[src/rtl/spi_master_pkg.sv]
// Shared types, TMC5130 default settings and sizing helpers for the SPI master.
package spi_master_pkg;

    typedef enum logic [2:0] {StIdle, StSetup, StXfer, StHold, StGap} spi_state_t;

    localparam int unsigned TmcN      = 40;
    localparam int unsigned TmcClkDiv = 13;
    localparam bit          TmcCpol   = 1'b1;
    localparam bit          TmcCpha   = 1'b1;

    // Bit width needed to index 'value' items, never narrower than one bit.
    function automatic int unsigned clog2_min1(input int unsigned value);
        return ($clog2(value) < 1) ? 1 : $clog2(value);
    endfunction

endpackage

[src/rtl/spi_sck_gen.sv]
// SCK timing: half-period divider plus a count of SCK edges within one frame.
module spi_sck_gen
    import spi_master_pkg::*;
#(
    parameter int unsigned N       = TmcN,
    parameter int unsigned CLK_DIV = TmcClkDiv
) (
    input  logic pclk_i,
    input  logic rst_i,
    input  logic en_i,
    output logic tick_o,
    output logic lead_o,
    output logic trail_o,
    output logic last_edge_o
);

    localparam int unsigned CntW  = clog2_min1(CLK_DIV);
    localparam int unsigned EdgeW = $clog2(2 * N + 1);

    logic [CntW-1:0]  cnt_q;
    logic [EdgeW-1:0] edge_q;

    always_ff @(posedge pclk_i or posedge rst_i) begin
        if (rst_i) begin
            cnt_q  <= CntW'(CLK_DIV - 1);
            edge_q <= '0;
        end else if (!en_i) begin
            cnt_q  <= CntW'(CLK_DIV - 1);
            edge_q <= '0;
        end else if (cnt_q == '0) begin
            cnt_q  <= CntW'(CLK_DIV - 1);
            edge_q <= edge_q + 1'b1;
        end else begin
            cnt_q <= cnt_q - 1'b1;
        end
    end

    // Edges already issued: an even count means the coming edge is a leading one.
    assign tick_o      = en_i && (cnt_q == '0);
    assign lead_o      = tick_o && !edge_q[0];
    assign trail_o     = tick_o && edge_q[0];
    assign last_edge_o = tick_o && (edge_q == EdgeW'(2 * N - 1));

endmodule

[src/rtl/spi_multi_master.sv]
// Parametrised full-duplex SPI master: one MSB-first frame per accepted write,
// with programmable mode, divider, chip-select target and CS setup/hold/gap timing.
module spi_multi_master
    import spi_master_pkg::*;
#(
    parameter int unsigned N        = TmcN,
    parameter int unsigned N_CS     = 4,
    parameter int unsigned CLK_DIV  = TmcClkDiv,
    parameter bit          CPOL     = TmcCpol,
    parameter bit          CPHA     = TmcCpha,
    parameter int unsigned CS_SETUP = 2,
    parameter int unsigned CS_HOLD  = 2,
    parameter int unsigned CS_GAP   = 4
) (
    input  logic                          pclk_i,
    input  logic                          rst_i,
    input  logic                          wren_i,
    input  logic [N-1:0]                  di_i,
    input  logic [clog2_min1(N_CS)-1:0]   cs_sel_i,
    output logic                          wr_ack_o,
    output logic                          err_o,
    output logic [N-1:0]                  do_o,
    output logic                          do_valid_o,
    output logic                          idle_o,
    output logic                          spi_sck_o,
    output logic                          spi_mosi_o,
    input  logic                          spi_miso_i,
    output logic [N_CS-1:0]               spi_ssel_o
);

    localparam int unsigned TmrMax = (CS_SETUP > CS_HOLD) ?
                                     ((CS_SETUP > CS_GAP) ? CS_SETUP : CS_GAP) :
                                     ((CS_HOLD > CS_GAP) ? CS_HOLD : CS_GAP);
    localparam int unsigned TmrW = clog2_min1(TmrMax);
    localparam logic [N_CS-1:0] SselLsb = N_CS'(1);

    spi_state_t      state_q;
    logic [TmrW-1:0] tmr_q;
    logic [N-1:0]    tx_q;
    logic [N-1:0]    rx_q;
    logic [N-1:0]    do_q;
    logic [N_CS-1:0] ssel_q;
    logic            sck_q;
    logic            mosi_q;
    logic            ack_q;
    logic            err_q;
    logic            dv_q;
    logic            idle_q;

    logic         tick;
    logic         lead;
    logic         trail;
    logic         last_edge;
    logic         sample;
    logic         shift;
    logic         sel_valid;
    logic [N-1:0] rx_shift;

    spi_sck_gen #(
        .N       (N),
        .CLK_DIV (CLK_DIV)
    ) u_sck_gen (
        .pclk_i      (pclk_i),
        .rst_i       (rst_i),
        .en_i        (state_q == StXfer),
        .tick_o      (tick),
        .lead_o      (lead),
        .trail_o     (trail),
        .last_edge_o (last_edge)
    );

    assign sel_valid = 32'(cs_sel_i) < N_CS;
    assign rx_shift  = {rx_q[N-2:0], spi_miso_i};
    assign sample    = CPHA ? trail : lead;
    // In mode CPHA=0 the MSB is already on MOSI from SETUP, so the final trailing edge is idle.
    assign shift     = CPHA ? lead : (trail && !last_edge);

    // ssel_q doubles as the select register: it is written only when a request is accepted.
    always_ff @(posedge pclk_i or posedge rst_i) begin
        if (rst_i) begin
            state_q <= StIdle;
            tmr_q   <= '0;
            tx_q    <= '0;
            rx_q    <= '0;
            do_q    <= '0;
            ssel_q  <= '1;
            sck_q   <= CPOL;
            mosi_q  <= 1'b0;
            ack_q   <= 1'b0;
            err_q   <= 1'b0;
            dv_q    <= 1'b0;
            idle_q  <= 1'b1;
        end else begin
            ack_q <= 1'b0;
            err_q <= 1'b0;
            dv_q  <= 1'b0;
            unique case (state_q)
                StIdle: begin
                    if (wren_i && sel_valid) begin
                        state_q <= StSetup;
                        tmr_q   <= TmrW'(CS_SETUP - 1);
                        ssel_q  <= ~(SselLsb << cs_sel_i);
                        rx_q    <= '0;
                        ack_q   <= 1'b1;
                        idle_q  <= 1'b0;
                        if (CPHA) begin
                            tx_q <= di_i;
                        end else begin
                            tx_q   <= di_i << 1;
                            mosi_q <= di_i[N-1];
                        end
                    end else if (wren_i) begin
                        err_q <= 1'b1;
                    end
                end
                StSetup: begin
                    if (tmr_q == '0) begin
                        state_q <= StXfer;
                    end else begin
                        tmr_q <= tmr_q - 1'b1;
                    end
                end
                StXfer: begin
                    if (tick) begin
                        sck_q <= ~sck_q;
                    end
                    if (sample) begin
                        rx_q <= rx_shift;
                    end
                    if (shift) begin
                        mosi_q <= tx_q[N-1];
                        tx_q   <= tx_q << 1;
                    end
                    if (last_edge) begin
                        state_q <= StHold;
                        tmr_q   <= TmrW'(CS_HOLD - 1);
                        sck_q   <= CPOL;
                        do_q    <= sample ? rx_shift : rx_q;
                        dv_q    <= 1'b1;
                    end
                end
                StHold: begin
                    if (tmr_q == '0) begin
                        state_q <= StGap;
                        tmr_q   <= TmrW'(CS_GAP - 1);
                        ssel_q  <= '1;
                    end else begin
                        tmr_q <= tmr_q - 1'b1;
                    end
                end
                StGap: begin
                    if (tmr_q == '0) begin
                        state_q <= StIdle;
                        idle_q  <= 1'b1;
                    end else begin
                        tmr_q <= tmr_q - 1'b1;
                    end
                end
                default: state_q <= StIdle;
            endcase
        end
    end

    assign wr_ack_o   = ack_q;
    assign err_o      = err_q;
    assign do_o       = do_q;
    assign do_valid_o = dv_q;
    assign idle_o     = idle_q;
    assign spi_sck_o  = sck_q;
    assign spi_mosi_o = mosi_q;
    assign spi_ssel_o = ssel_q;

endmodule

[config.mk]
export PLATFORM = sky130hd
export DESIGN_NAME = spi_multi_master
export DESIGN_NICKNAME = d
export VERILOG_FILES = /design/src/rtl/spi_master_pkg.sv /design/src/rtl/spi_sck_gen.sv /design/src/rtl/spi_multi_master.sv
export SDC_FILE = /design/constraint.sdc
export NUM_CORES = 1
export LEC_CHECK = 0
export ABC_AREA = 1
export CORE_ASPECT_RATIO = 0.9
export CORE_MARGIN = 2
export CORE_UTILIZATION = 35
export CTS_BUF_LIST = sky130_fd_sc_hd__clkbuf_8 sky130_fd_sc_hd__clkbuf_16
export CTS_CLUSTER_SIZE = 14
export DETAILED_ROUTE_END_ITERATION = 6
export DONT_BUFFER_PORTS = 1
export HOLD_SLACK_MARGIN = 0.05
export PLACE_DENSITY = 0.52
export RECOVER_POWER = 100
export SYNTH_ARGS = -nofsm -noshare
export SYNTH_HDL_FRONTEND = slang
export SYNTH_SLANG_ARGS = --single-unit
[constraint.sdc]
create_clock -name pclk_i -period 4.1 [get_ports pclk_i]
set_input_delay 0.41 -clock pclk_i [delete_from_list [all_inputs] [get_ports pclk_i]]
set_output_delay 0.41 -clock pclk_i [all_outputs]
set_load 0.02 [all_outputs]
## Word-level counts from Yosys, hierarchy flattened

Cells that the tools add are included.

- $add $sub $neg: 3
- Eq/ne operators: 13
- Shift-type cells: 1
- Multiplexer cells: 33
- Bitwise logic cells: 2
- Reductions and logical operators: 23

Operators by type and width:

| cell | number |
|---|---|
| $mux W40 | 4 |
| $pmux W40 S2 | 2 |
| $mux W4 | 4 |
| $ne A2 B2 Y1 const B | 8 |
| $mux W3 | 5 |
| $pmux W3 S5 | 1 |
| $mux W7 | 2 |
| $reduce_and A3 Y1 | 3 |
| $mux W1 | 8 |
| $mux W2 | 4 |
| $pmux W2 S4 | 1 |
| $pmux W4 S2 | 1 |
| $reduce_and A2 Y1 | 4 |
| $reduce_bool A2 Y1 | 4 |
| $add A7 B1 Y7 const B | 1 |
| $eq A7 B7 Y1 const B | 1 |
| $eq A3 B2 Y1 const B | 2 |
| $reduce_and A5 Y1 | 1 |
| $logic_and A1 B1 Y1 | 4 |
| $logic_not A4 Y1 | 1 |
| $not A4 Y4 | 1 |
| $reduce_and A4 Y1 | 1 |
| $reduce_bool A4 Y1 | 1 |
| $shl A1 B2 Y4 const A | 1 |
| 10 further kinds | 10 |

- Register bits after elaboration: 145
- Output and inout bits: 50

## Longest topological paths before layout

- Word-level depth: 5
- Mapped depth: 10

## Cells and area by module

Synthesis repeated with hierarchy kept, for this count alone.

- Cells, all modules: 771
- Area total of the unflattened synthesis: 6,730.2 µm²

By module, submodules not included:

| module | times used | cells an instance | area an instance (µm²) | seq. area each (µm²) |
|---|---|---|---|---|
| spi_multi_master | 1 | 697 | 6,130.9 | 3,360.7 |
| spi_sck_gen | 1 | 74 | 599.3 | 277.8 |

## Least setup slack after synthesis

No wires, ideal clock.

- Path type: reg-to-reg
- Start point: register u_sck_gen.cnt_q[0]
- End point: register rx_q[29]
- Arrival time: 1.388 ns
- Slack: 2.580 ns
- Cell stages (with the launch flop): 10
- Path buffers: 1
- Period minus slack after synthesis: 1.520 ns
- Cell sequence: dfrtp_1 inv_1 ha_1 nand3_1 nor2_2 nand2_1 clkbuf_1 nand2_1 nand3_1 o21ai_0

- Longest elaborated chain between the ends: 5

Ends and longest elaborated chain:

| item | line | text |
|---|---|---|
| from (decl) | spi_sck_gen.sv:20 | `logic [CntW-1:0] cnt_q;` |
| from (signal assigned) | spi_sck_gen.sv:25 | `cnt_q <= CntW'(CLK_DIV - 1);` |
| from (signal assigned) | spi_sck_gen.sv:28 | `cnt_q <= CntW'(CLK_DIV - 1);` |
| from (signal assigned) | spi_sck_gen.sv:31 | `cnt_q <= CntW'(CLK_DIV - 1);` |
| $logic_not A4 Y1 | spi_sck_gen.sv:39 | `assign tick_o = en_i && (cnt_q == '0);` |
| $logic_and A1 B1 Y1 | spi_sck_gen.sv:39 |  |
| $logic_and A1 B1 Y1 | spi_sck_gen.sv:41 | `assign trail_o = tick_o && edge_q[0];` |
| $mux W40 | - |  |
| $pmux W40 S2 | - |  |
| to (signal assigned) | spi_multi_master.sv:128 | `rx_q <= rx_shift;` |
| to (decl) | spi_multi_master.sv:40 | `logic [N-1:0] rx_q;` |

No other way between the ends.
A chain may end at the register's enable or synchronous reset.

## Worst setup path in the final report

- Start point: register u_sck_gen.cnt_q[0]
- End point: register tx_q[0]

- Longest elaborated chain between the ends: 5

Ends and longest elaborated chain:

| item | line | text |
|---|---|---|
| $logic_not A4 Y1 | spi_sck_gen.sv:39 |  |
| $logic_and A1 B1 Y1 | spi_sck_gen.sv:39 |  |
| $logic_and A1 B1 Y1 | spi_sck_gen.sv:40 | `assign lead_o = tick_o && !edge_q[0];` |
| $ne A2 B2 Y1 (no line) | - |  |
| $reduce_and A3 Y1 (no line) | - |  |
| to (signal assigned) | spi_multi_master.sv:107 | `tx_q <= di_i;` |
| to (signal assigned) | spi_multi_master.sv:109 | `tx_q <= di_i << 1;` |
| to (signal assigned) | spi_multi_master.sv:132 | `tx_q <= tx_q << 1;` |
| to (decl) | spi_multi_master.sv:39 | `logic [N-1:0] tx_q;` |

No other way between the ends.

==> metrics.md <==
| Metric | Value |
|---|---|
| Lkg Pwr | `0.003753 µW` |
| Residual DRC | `0` |
| NetSw | `1667 µW` |
| Synthesized netlist cell count | `840` |
| DRT Wirelength | `14.12 mm` |
| Library cells used by synthesis | `23` |
| First-pass GRT wire length | `24.08 mm` |
| Synth top area share | `51.58%` |
| Worst-margin pin slew | `1.700 ns` |
| Minimum clock period | `2.784 ns` |
| Critical path capture point type | `flip-flop` |
| Max_cap viols | `1` |
| Die ar. | `20110 µm²` |
| Hold Buf Count CTS | `0` |
| H-tree levels | `4` |
| Critical Path RT | `4.43 ns` |
| Power share of the combinational group | `27.0%` |
| Routed Antenna Nets | `0` |
| Routed wl met2 | `6.060 mm` |
| Synth async-reset ratio | `100.0%` |
| Post-synthesis net count | `889` |
| Hold Fails Final Rpt | `0` |
| Post-DP HPWL | `8.215 mm` |
| Reg2reg start | `u_sck_gen.cnt_q[0]$_DFF_PP0_` |
| Core footprint | `18520 µm²` |
| GRT Util Overall | `15.00%` |
| CTS resizes | `0` |
| Starting Density | `35.88%` |
| WHS | `0.1104 ns` |
| Antenna Cells | `0` |
| Sequential area share after synthesis | `54.74%` |
| GPL Wtd Cong | `0.7518` |
| Pint | `3102 µW` |
| Clk slew on worst S/H paths | `0.06 ns` |
| IO Count | `96` |
| DR iter-0 viols | `327` |
| Crit. Startpoint | `u_sck_gen.cnt_q[0]$_DFF_PP0_` |
| Post-synthesis sequential element count | `145` |
| Worst setup SP type | `flip-flop` |
| Status | `finished with violations` |
| CTS buffer count | `17` |
| Top cells by area, synth | `dfrtp_1, nand2_1, o21ai_0` |
| Final setup viols | `0` |
| Net switching fraction of the power | `34.96%` |
| Filler cells | `1935` |
| Yosys warns | `0` |
| Die height | `134.7 µm` |
| Crit-path cells | `inv_1 > ha_1 > nand3_1 > nor2_1 > nand2_1 > nand2_1 > buf_4 > nand3_1 > o21ai_0` |
| Rel. slew slack | `-13.47%` |
| Max Freq | `359.2 MHz` |
| Max-slew violation count | `41` |
| Post-CTS Setup Bufs | `0` |
| CTS Root Cell | `clkbuf_16` |
| Die width | `149.3 µm` |
| Fin crit share | `67.90%` |
| CP max stage cell | `nand2_1` |
| Max FO, Critical Path | `48` |
| Cell family with most CP delay | `simple AND/OR/NAND/NOR gates` |
| Layout Nets | `873` |
| GRT overflow | `0` |
| Vias in the first global route | `4812` |
| CTS tree | `built` |
| Register-to-register setup slack | `1.32 ns` |
| Met3 wire len | `863 µm` |
| Via count | `5066` |
| Antenna violations before repair | `0` |
| RSZ-0062 raised after global routing | `false` |
| Utilization after layout | `39.81%` |
| Critical Path Max Stage Delay | `0.94 ns` |
| Yosys top cell by area | `dfrtp_1` |
| Pre-antenna DRT Iters | `4` |
| Maximum VDD drop | `0.0003397 V` |
| Post-route insts no fill | `1082` |
| Dominant synthesized flop cell | `dfrtp_1` |
| Clock Latency Late Sink | `0.42 ns` |
| Final WS setup | `1.316 ns` |
| Pin count of the biggest net entering global routing | `146` |
| Clk sinks | `145` |
| Wirelength per Cell | `13.05 µm` |
| Top routing layer used | `met4` |
| Site row count | `47` |
| Final setup TNS | `0 ns` |
| Inst Count DP | `1050` |
| Area Overhead vs Synth | `10.96%` |
| Class of the worst hold path | `primary input to asynchronous set/reset pin` |
| Crit path DAT | `3.12 ns` |
| Layout cells sized above 1 | `4.779%` |
| Mean Syn Cell Area | `7.912 µm²` |
| Top cells by count, synth | `nand2_1, dfrtp_1, o21ai_0` |
| Met1 wire length | `7.132 mm` |
| Setup Slack @ Placement | `1.792 ns` |
| Number of buffer and inverter stages on the critical path | `2` |
| CTS max path bufs | `2` |
| Number of synthesized flops with an enable pin | `0` |
| Seq pwr share | `42.2%` |
| Post-Syn Area | `6646 µm²` |
| PwrDens | `646.8 nW/µm²` |
| Most instantiated library cell after synthesis | `nand2_1` |
| Vias per cell | `4.682` |
| Layout Skew | `0.01260 ns` |
| IO Port Bufs | `0` |
| Failing checks | `max-capacitance violations, max-slew violations` |
| Clock Power Share | `30.8%` |
| Crit Path Category | `flip-flop to flip-flop` |
[path summary, 6_finish.rpt]
path | endpoint | depth (start not counted)
setup / recovery | tx_q[0]$_DFFE_PP0P_ | 9
hold / removal | do_o[36]$_DFFE_PP0P_ | 2
setup reg to reg | tx_q[0]$_DFFE_PP0P_ | 9
hold reg to reg | u_sck_gen.cnt_q[0]$_DFF_PP0_ | 1
max in group asynchronous | rx_q[15]$_DFFE_PP0P_ | 2
min in group pclk_i | spi_ssel_o[2]$_DFFE_PP1P_ | 2
[metal layers]
metal,vias to the layer above,global-route usage [%]
met5,-,0
li1,2622,-
met1,2346,20.58
met4,0,3.651
met3,5,5.980
met2,93,22.25
[cell type report]
class	count	area [µm²]	share of cell area (%)
multi-input combinational	546	2395	32.47
sequential	145	3638	49.34
timing repair buffer	8	72.57	0.9841
clock inverter	12	96.34	1.306
inverter	106	399.1	5.412
clock buffer	20	466.7	6.328
tap	245	306.5	4.157
[logic make-up after synthesis]
family                   count (synthesis)  synth area share, %
AND/OR/NAND/NOR                        399                24.68
buffers and inverters                  149                9.074
flip-flops                             145                54.74
AO/OA/AOI/OAI                          143                10.88
adder cells (fa/ha/maj)                  3               0.5648
other                                    1              0.05642
[flip-flops by register name, indices dropped and copies added (netlist names)]
| signal | flops |
|---|---|
| do_o | 40 |
| rx_q | 40 |
| tx_q | 40 |
| u_sck_gen.edge_q | 7 |
| spi_ssel_o | 4 |
| u_sck_gen.cnt_q | 4 |
| state_q | 3 |
| tmr_q | 2 |
| do_valid_o | 1 |
| idle_o | 1 |
| spi_mosi_o | 1 |
| spi_sck_o | 1 |
| wr_ack_o | 1 |
[stage by stage]
step / instance area [µm²] / power (µW)
2_1_floorplan: 6650 / 3098
3_3_place_gp: 6832 / 3363
3_5_place_dp: 6832 / 3373
4_1_cts: 7395 / 4889
5_1_grt: 7375 / 5190
6_report: 7375 / 4770
[cell usage in the layout (no fill, tap or decap), drive strengths merged, types with 2 or more instances in the layout]
cell type and count:
a21oi 7, a31oi 2, buf 8, clkbuf 20, clkinv 2, clkinvlp 6
dfrtp 137, dfstp 8, ha 3, inv 109, nand2 276, nand3 90
nand4 6, nor2 25, nor3 2, o21ai 132
[power by group through the flow]
stage	combinational [µW]	clock [µW]	sequential, µW
final	1290	1470	2010
after global routing	1540	1590	2060
after CTS	1340	1530	2030
after detailed placement	1330	0	2050
after global placement	1320	0	2040
after floorplan	1090	0	2010
(Power assumes the default switching activity.)
